File: config.mk
export PLATFORM = sky130hd
export DESIGN_NAME = uart_tx_flat
export DESIGN_NICKNAME = d
export VERILOG_FILES = /design/src/rtl/uart_tx_if.sv /design/src/rtl/uart_tx.sv /design/src/flat_wrapper.sv
export SDC_FILE = /design/constraint.sdc
export NUM_CORES = 1
export LEC_CHECK = 0
export ABC_AREA = 1
export CORE_MARGIN = 1.5
export CORE_UTILIZATION = 30
export DETAILED_ROUTE_END_ITERATION = 12
export PLACE_DENSITY = 0.46
export SKIP_CTS_REPAIR_TIMING = 1
export SYNTH_ARGS = -nofsm -noshare
export SYNTH_HDL_FRONTEND = slang
export SYNTH_SLANG_ARGS = --single-unit
export TNS_END_PERCENT = 30
File: constraint.sdc
create_clock -name clk -period 1.8 [get_ports clk]
set_clock_uncertainty 0.05 [all_clocks]
set_input_delay 0.36 -clock clk [delete_from_list [all_inputs] [get_ports clk]]
set_output_delay 0.36 -clock clk [all_outputs]
set_load 0.02 [all_outputs]
File: src/rtl/uart_tx_if.sv
// Handshake and line signals between a UART transmitter and its byte source.
interface uart_tx_if #(
  parameter int DATA_WIDTH = 8
) ();
  logic [DATA_WIDTH-1:0] tx_data;
  logic                  tx_start;
  logic                  tx_ready;
  logic                  tx;
  logic                  tx_busy;
  logic                  tx_done;

  modport master (
    output tx_data, tx_start,
    input  tx_ready, tx, tx_busy, tx_done
  );

  modport slave (
    input  tx_data, tx_start,
    output tx_ready, tx, tx_busy, tx_done
  );
endinterface

File: src/rtl/uart_tx.sv
// UART transmitter: start bit, DATA_WIDTH data bits LSB first, optional
// parity, STOP_BITS stop bits. Bit timing from an internal bit-period counter.
//
// state    | meaning
// ---------+------------------------------------------------
// S_IDLE   | line high, ready to accept a request
// S_START  | driving the start bit (0)
// S_DATA   | driving shreg[0], shifting right at each bit end
// S_PARITY | driving the latched parity bit
// S_STOP   | driving stop bit(s) (1), tx_done on the final bit end
module uart_tx #(
  parameter int CLK_FREQUENCE = 50_000_000,
  parameter int BAUD_RATE     = 9600,
  parameter int DATA_WIDTH    = 8,
  parameter int PARITY_EN     = 0,
  parameter int PARITY_ODD    = 0,
  parameter int STOP_BITS     = 1
) (
  input  logic     clk,
  input  logic     rst_n,
  uart_tx_if.slave bus
);

  localparam int BIT_CNT = CLK_FREQUENCE / BAUD_RATE - 1;
  localparam int CNT_W   = (BIT_CNT > 0) ? $clog2(BIT_CNT + 1) : 1;
  localparam int IDX_W   = $clog2(DATA_WIDTH);

  localparam logic [CNT_W-1:0] CNT_LAST  = CNT_W'(BIT_CNT);
  localparam logic [IDX_W-1:0] DATA_LAST = IDX_W'(DATA_WIDTH - 1);
  localparam logic [IDX_W-1:0] STOP_LAST = IDX_W'(STOP_BITS - 1);

  typedef enum logic [2:0] {
    S_IDLE,
    S_START,
    S_DATA,
    S_PARITY,
    S_STOP
  } state_t;

  state_t                state, state_n;
  logic [CNT_W-1:0]      bit_cnt;
  logic [IDX_W-1:0]      bit_idx;
  logic [DATA_WIDTH-1:0] shreg;
  logic                  par_bit;
  logic                  tx_q, tx_n;
  logic                  bit_end;
  logic                  accept;

  assign bit_end = (bit_cnt == CNT_LAST);
  assign accept  = (state == S_IDLE) && bus.tx_start;

  // State register; reset aborts any frame in flight.
  always_ff @(posedge clk or negedge rst_n) begin
    if (!rst_n) state <= S_IDLE;
    else        state <= state_n;
  end

  // Next state and the line level for the next cycle; tx is registered so the
  // line only ever changes at a bit boundary.
  always_comb begin
    state_n = state;
    tx_n    = 1'b1;
    case (state)
      S_IDLE: begin
        if (accept) begin
          state_n = S_START;
          tx_n    = 1'b0;
        end
      end
      S_START: begin
        tx_n = 1'b0;
        if (bit_end) begin
          state_n = S_DATA;
          tx_n    = shreg[0];
        end
      end
      S_DATA: begin
        tx_n = shreg[0];
        if (bit_end) begin
          if (bit_idx == DATA_LAST) begin
            if (PARITY_EN != 0) begin
              state_n = S_PARITY;
              tx_n    = par_bit;
            end else begin
              state_n = S_STOP;
              tx_n    = 1'b1;
            end
          end else begin
            // shreg shifts at this edge, so the next bit is shreg[1] now
            tx_n = shreg[1];
          end
        end
      end
      S_PARITY: begin
        tx_n = par_bit;
        if (bit_end) begin
          state_n = S_STOP;
          tx_n    = 1'b1;
        end
      end
      S_STOP: begin
        tx_n = 1'b1;
        if (bit_end && (bit_idx == STOP_LAST)) state_n = S_IDLE;
      end
      default: begin
        state_n = S_IDLE;
        tx_n    = 1'b1;
      end
    endcase
  end

  // Registered line driver, idles high.
  always_ff @(posedge clk or negedge rst_n) begin
    if (!rst_n) tx_q <= 1'b1;
    else        tx_q <= tx_n;
  end

  // Bit-period counter, bit index, shift register and parity latch.
  always_ff @(posedge clk or negedge rst_n) begin
    if (!rst_n) begin
      bit_cnt <= '0;
      bit_idx <= '0;
      shreg   <= '0;
      par_bit <= 1'b0;
    end else begin
      if ((state == S_IDLE) || bit_end) bit_cnt <= '0;
      else                              bit_cnt <= bit_cnt + CNT_W'(1);

      if (accept) begin
        shreg   <= bus.tx_data;
        par_bit <= (PARITY_ODD != 0) ? ~^bus.tx_data : ^bus.tx_data;
        bit_idx <= '0;
      end else if (bit_end) begin
        if (state == S_DATA) begin
          shreg   <= shreg >> 1;
          // bit_idx is reused to count stop bits, so wrap it leaving DATA
          bit_idx <= (bit_idx == DATA_LAST) ? '0 : bit_idx + IDX_W'(1);
        end else if (state == S_STOP) begin
          bit_idx <= bit_idx + IDX_W'(1);
        end
      end
    end
  end

  assign bus.tx       = tx_q;
  assign bus.tx_ready = (state == S_IDLE);
  assign bus.tx_busy  = (state != S_IDLE);
  assign bus.tx_done  = (state == S_STOP) && bit_end && (bit_idx == STOP_LAST);

endmodule

File: src/flat_wrapper.sv
// flat-port wrapper written by rule: the top's interface ports become plain ports
module uart_tx_flat 
#(
  parameter int CLK_FREQUENCE = 50_000_000,
  parameter int BAUD_RATE     = 9600,
  parameter int DATA_WIDTH    = 8,
  parameter int PARITY_EN     = 0,
  parameter int PARITY_ODD    = 0,
  parameter int STOP_BITS     = 1
)
  (clk, rst_n, bus_tx_data, bus_tx_start, bus_tx_ready, bus_tx, bus_tx_busy, bus_tx_done);
  uart_tx_if #(.DATA_WIDTH(DATA_WIDTH)) bus_i ();
  input  logic clk;
  input  logic rst_n;
  input wire logic [$bits(bus_i.tx_data)-1:0] bus_tx_data;
  input wire logic [$bits(bus_i.tx_start)-1:0] bus_tx_start;
  output wire logic [$bits(bus_i.tx_ready)-1:0] bus_tx_ready;
  output wire logic [$bits(bus_i.tx)-1:0] bus_tx;
  output wire logic [$bits(bus_i.tx_busy)-1:0] bus_tx_busy;
  output wire logic [$bits(bus_i.tx_done)-1:0] bus_tx_done;
  assign bus_i.tx_data = bus_tx_data;
  assign bus_i.tx_start = bus_tx_start;
  assign bus_tx_ready = bus_i.tx_ready;
  assign bus_tx = bus_i.tx;
  assign bus_tx_busy = bus_i.tx_busy;
  assign bus_tx_done = bus_i.tx_done;
  uart_tx #(.CLK_FREQUENCE(CLK_FREQUENCE), .BAUD_RATE(BAUD_RATE), .DATA_WIDTH(DATA_WIDTH), .PARITY_EN(PARITY_EN), .PARITY_ODD(PARITY_ODD), .STOP_BITS(STOP_BITS)) u_core (.clk(clk), .rst_n(rst_n), .bus(bus_i));
endmodule
==> impl_metrics.env <==
export IMPL_ant_nets=0
export IMPL_dr_pass1_iters=4
export IMPL_yosysMostFrequentCell="nand2_1"
export IMPL_clk_path_buf_depth=2
export IMPL_drcViolationCount=0
export IMPL_coreArea_um2=5850
export IMPL_crit_fanout=2
export IMPL_async_reset_ff_share_pct=100
export IMPL_crit_path_end_kind="output pin"
export IMPL_place_inst=361
export IMPL_drt_vias_per_instance=4.35
export IMPL_worst_setup_path_start_kind="flip-flop"
export IMPL_dieArea_um2=6470
export IMPL_ys_flop_type="dfrtp_1"
export IMPL_crit_chain="ha_1, nand2_1, nor2_2, nand3_2, nor4_2, buf_2"
export IMPL_syn_inst=242
export IMPL_yosys_warnings=0
export IMPL_final_nets=308
export IMPL_power_density_nw_per_um2=1240
export IMPL_multiInputGateArea_um2=936
export IMPL_min_period_ns=1.88
export IMPL_antenna_cells=0
export IMPL_maxCapViolations=0
export IMPL_start_util_pct=30.7
export IMPL_drt_wl_total_mm=3.94
export IMPL_cts_made_buffers=5
export IMPL_worst_path_max_delay_cell="dfrtp_1"
export IMPL_synth_fp_nets=257
export IMPL_peakVddDrop_mv=0.676
export IMPL_utilization_pct=40.0
export IMPL_avgRoutedWirePerCell_um=10.7
export IMPL_slew_violations=0
export IMPL_status="complete, but fails checks"
export IMPL_cpPeakStageDelay_ns=0.35
export IMPL_syn_cell_area_um2=1800
export IMPL_hp_class="in -> async"
export IMPL_dpl_hpwl_mm=3.05
export IMPL_fillCellCount=615
export IMPL_grt_total_usage_pct=14.2
export IMPL_grt_first_pass_wirelength_mm=7.00
export IMPL_chipHeight_um=80.4
export IMPL_cts_sinks=29
export IMPL_synth_top_cell_by_area="dfrtp_1"
export IMPL_grt_overflow=0
export IMPL_synth_area_per_cell_um2=7.43
export IMPL_area_growth_syn_to_layout_pct=30.2
export IMPL_max_slew_margin_pct=74.2
export IMPL_synth_seq_cells=29
export IMPL_pin_count=15
export IMPL_ff_latch_area_um2=727
export IMPL_place_congestion=0.731
export IMPL_io_buffers=14
export IMPL_yosysSeqAreaShare_pct=40.4
export IMPL_fmax_ghz=0.532
export IMPL_clk_pin_slew_worst_paths_ns=0.07
export IMPL_power_leakage_nw=1.21
export IMPL_clock_latency_ns=0.29
export IMPL_synth_top_area_share_pct=39.0
export IMPL_fin_crit_sh_pct=104
export IMPL_h_tree_depth=2
export IMPL_dr_total_vias=1606
export IMPL_grt_pass1_vias=1610
export IMPL_hold_viol=0
export IMPL_grt_max_degree=30
export IMPL_die_w_um=80.4
export IMPL_required_ns=1.39
export IMPL_dr_first_iter_drc_count=43
export IMPL_drive_gt1_share_pct=21.8
export IMPL_cts_tree="done"
export IMPL_worstPathArrival_ns=1.47
export IMPL_synth_area_leaders="dfrtp_1 (39%), nand2_1 (16%), nand3_1 (6.7%), inv_1 (5.8%), nor2_1 (4.8%)"
export IMPL_num_rows=28
export IMPL_synth_distinct_cells=31
export IMPL_antenna_found_initial=0
export IMPL_fin_cells=369
export IMPL_tightest_slew_ns=0.387
export IMPL_synth_edf_count=0
export IMPL_path_class="reg -> out"
export IMPL_clockRootBuffer="clkbuf_8"
export IMPL_post_route_worst_setup_slack_ns=-0.0807
export IMPL_setup_violations=1
export IMPL_violations="negative setup slack"
export IMPL_synth_commonest_cells="nand2_1 (79), dfrtp_1 (28), inv_1 (28)"
export IMPL_rsz0062_at_grt="true"
==> kinds of logic after synthesis <==
kind of cell | share of synthesized area (%)
buffers and inverters | 8.00
AND/OR/NAND/NOR | 40.1
adder cells (fa/ha/maj) | 2.78
XOR/XNOR | 4.38
flip-flops | 40.4
AO/OA/AOI/OAI | 4.31
==> power breakdown <==
part	leakage [nW]	total, mW	switching [mW]	internal [mW]
Combinational	0.789	1.41	0.831	0.582
Clock	0.0422	0.526	0.255	0.271
Sequential	0.380	0.955	0.104	0.851
==> registers in the layout (all words and copies together), names as in the netlist <==
signal,count
u_core.bus.tx,1
u_core.bit_idx,3
u_core.par_bit,1
u_core.bit_cnt,13
u_core.shreg,8
u_core.state,3
==> routing by layer <==
metal	share of wire, %	GRT usage (%)
met5	0	0
met2	49	24.8
met1	47	17.2
met3	2.1	3.07
met4	1.6	4.66
==> per-stage QoR <==
step | worst slack (ns) | hold slack [ns] | power, mW | setup TNS [ns] | cell area (um2)
final | -0.0807 | 0.409 | 2.89 | -0.0807 | 2340
after global routing | -0.170 | 0.449 | 3.18 | -0.170 | 2340
after CTS | -0.571 | 0.428 | 2.97 | -1.20 | 2340
after detailed placement | -0.253 | 0.414 | 2.44 | -0.268 | 2260
after global placement | -0.226 | 0.415 | 2.43 | -0.235 | 2260
after floorplan | 0.108 | 0.0144 | 1.92 | 0 | 1800
==> cells in the final DEF, fill, tap and decap left out, types with 5 or more instances in the layout <==
cell type | Yosys | routed
nand2_1 | 79 | 79
buf_4 | 1 | 33
inv_1 | 28 | 28
dfrtp_1 | 28 | 28
nand3_1 | 24 | 24
nor2_1 | 23 | 22
clkdlybuf4s50_1 | 0 | 10
o21ai_1 | 6 | 6
nor3_1 | 5 | 5
xnor2_1 | 5 | 5
clkbuf_8 | 0 | 5
==> worst paths after layout <==
path                                                   from                            to  slack, ns  depth (start not counted)
worst max-delay path            u_core.bit_cnt[0]$_DFF_PN0_                   bus_tx_done      -0.08                          6
worst min-delay path                                  rst_n   u_core.bit_cnt[4]$_DFF_PN0_       0.41                          2
worst max register to register  u_core.bit_cnt[0]$_DFF_PN0_  u_core.bit_cnt[10]$_DFF_PN0_       0.20                          7
worst min register to register  u_core.shreg[7]$_DFFE_PN0P_   u_core.shreg[7]$_DFFE_PN0P_       0.43                          2
max in group asynchronous                             rst_n       u_core.bus.tx$_DFF_PN1_       0.96                          2
min in group clk                u_core.shreg[7]$_DFFE_PN0P_   u_core.shreg[7]$_DFFE_PN0P_       0.43                          2
==> worst max-delay path: cells and delay by family (launching register included) <==
kind	cells	cell delay (ns)
adder cells (fa/ha/maj)	1	0.17
AND/OR/NAND/NOR	4	0.48
flip-flops	1	0.35
buffers and inverters	1	0.20
==> final cells by class <==
class	instances	share of cell area, %
clock buffers	7	3.26
flip-flops and latches	29	31.1
repair buffers	47	16.4
clock inverters	1	0.214
multi-input cells	178	40.0
well taps	75	4.01
inverters	32	5.13
(Power assumes the default switching activity.)
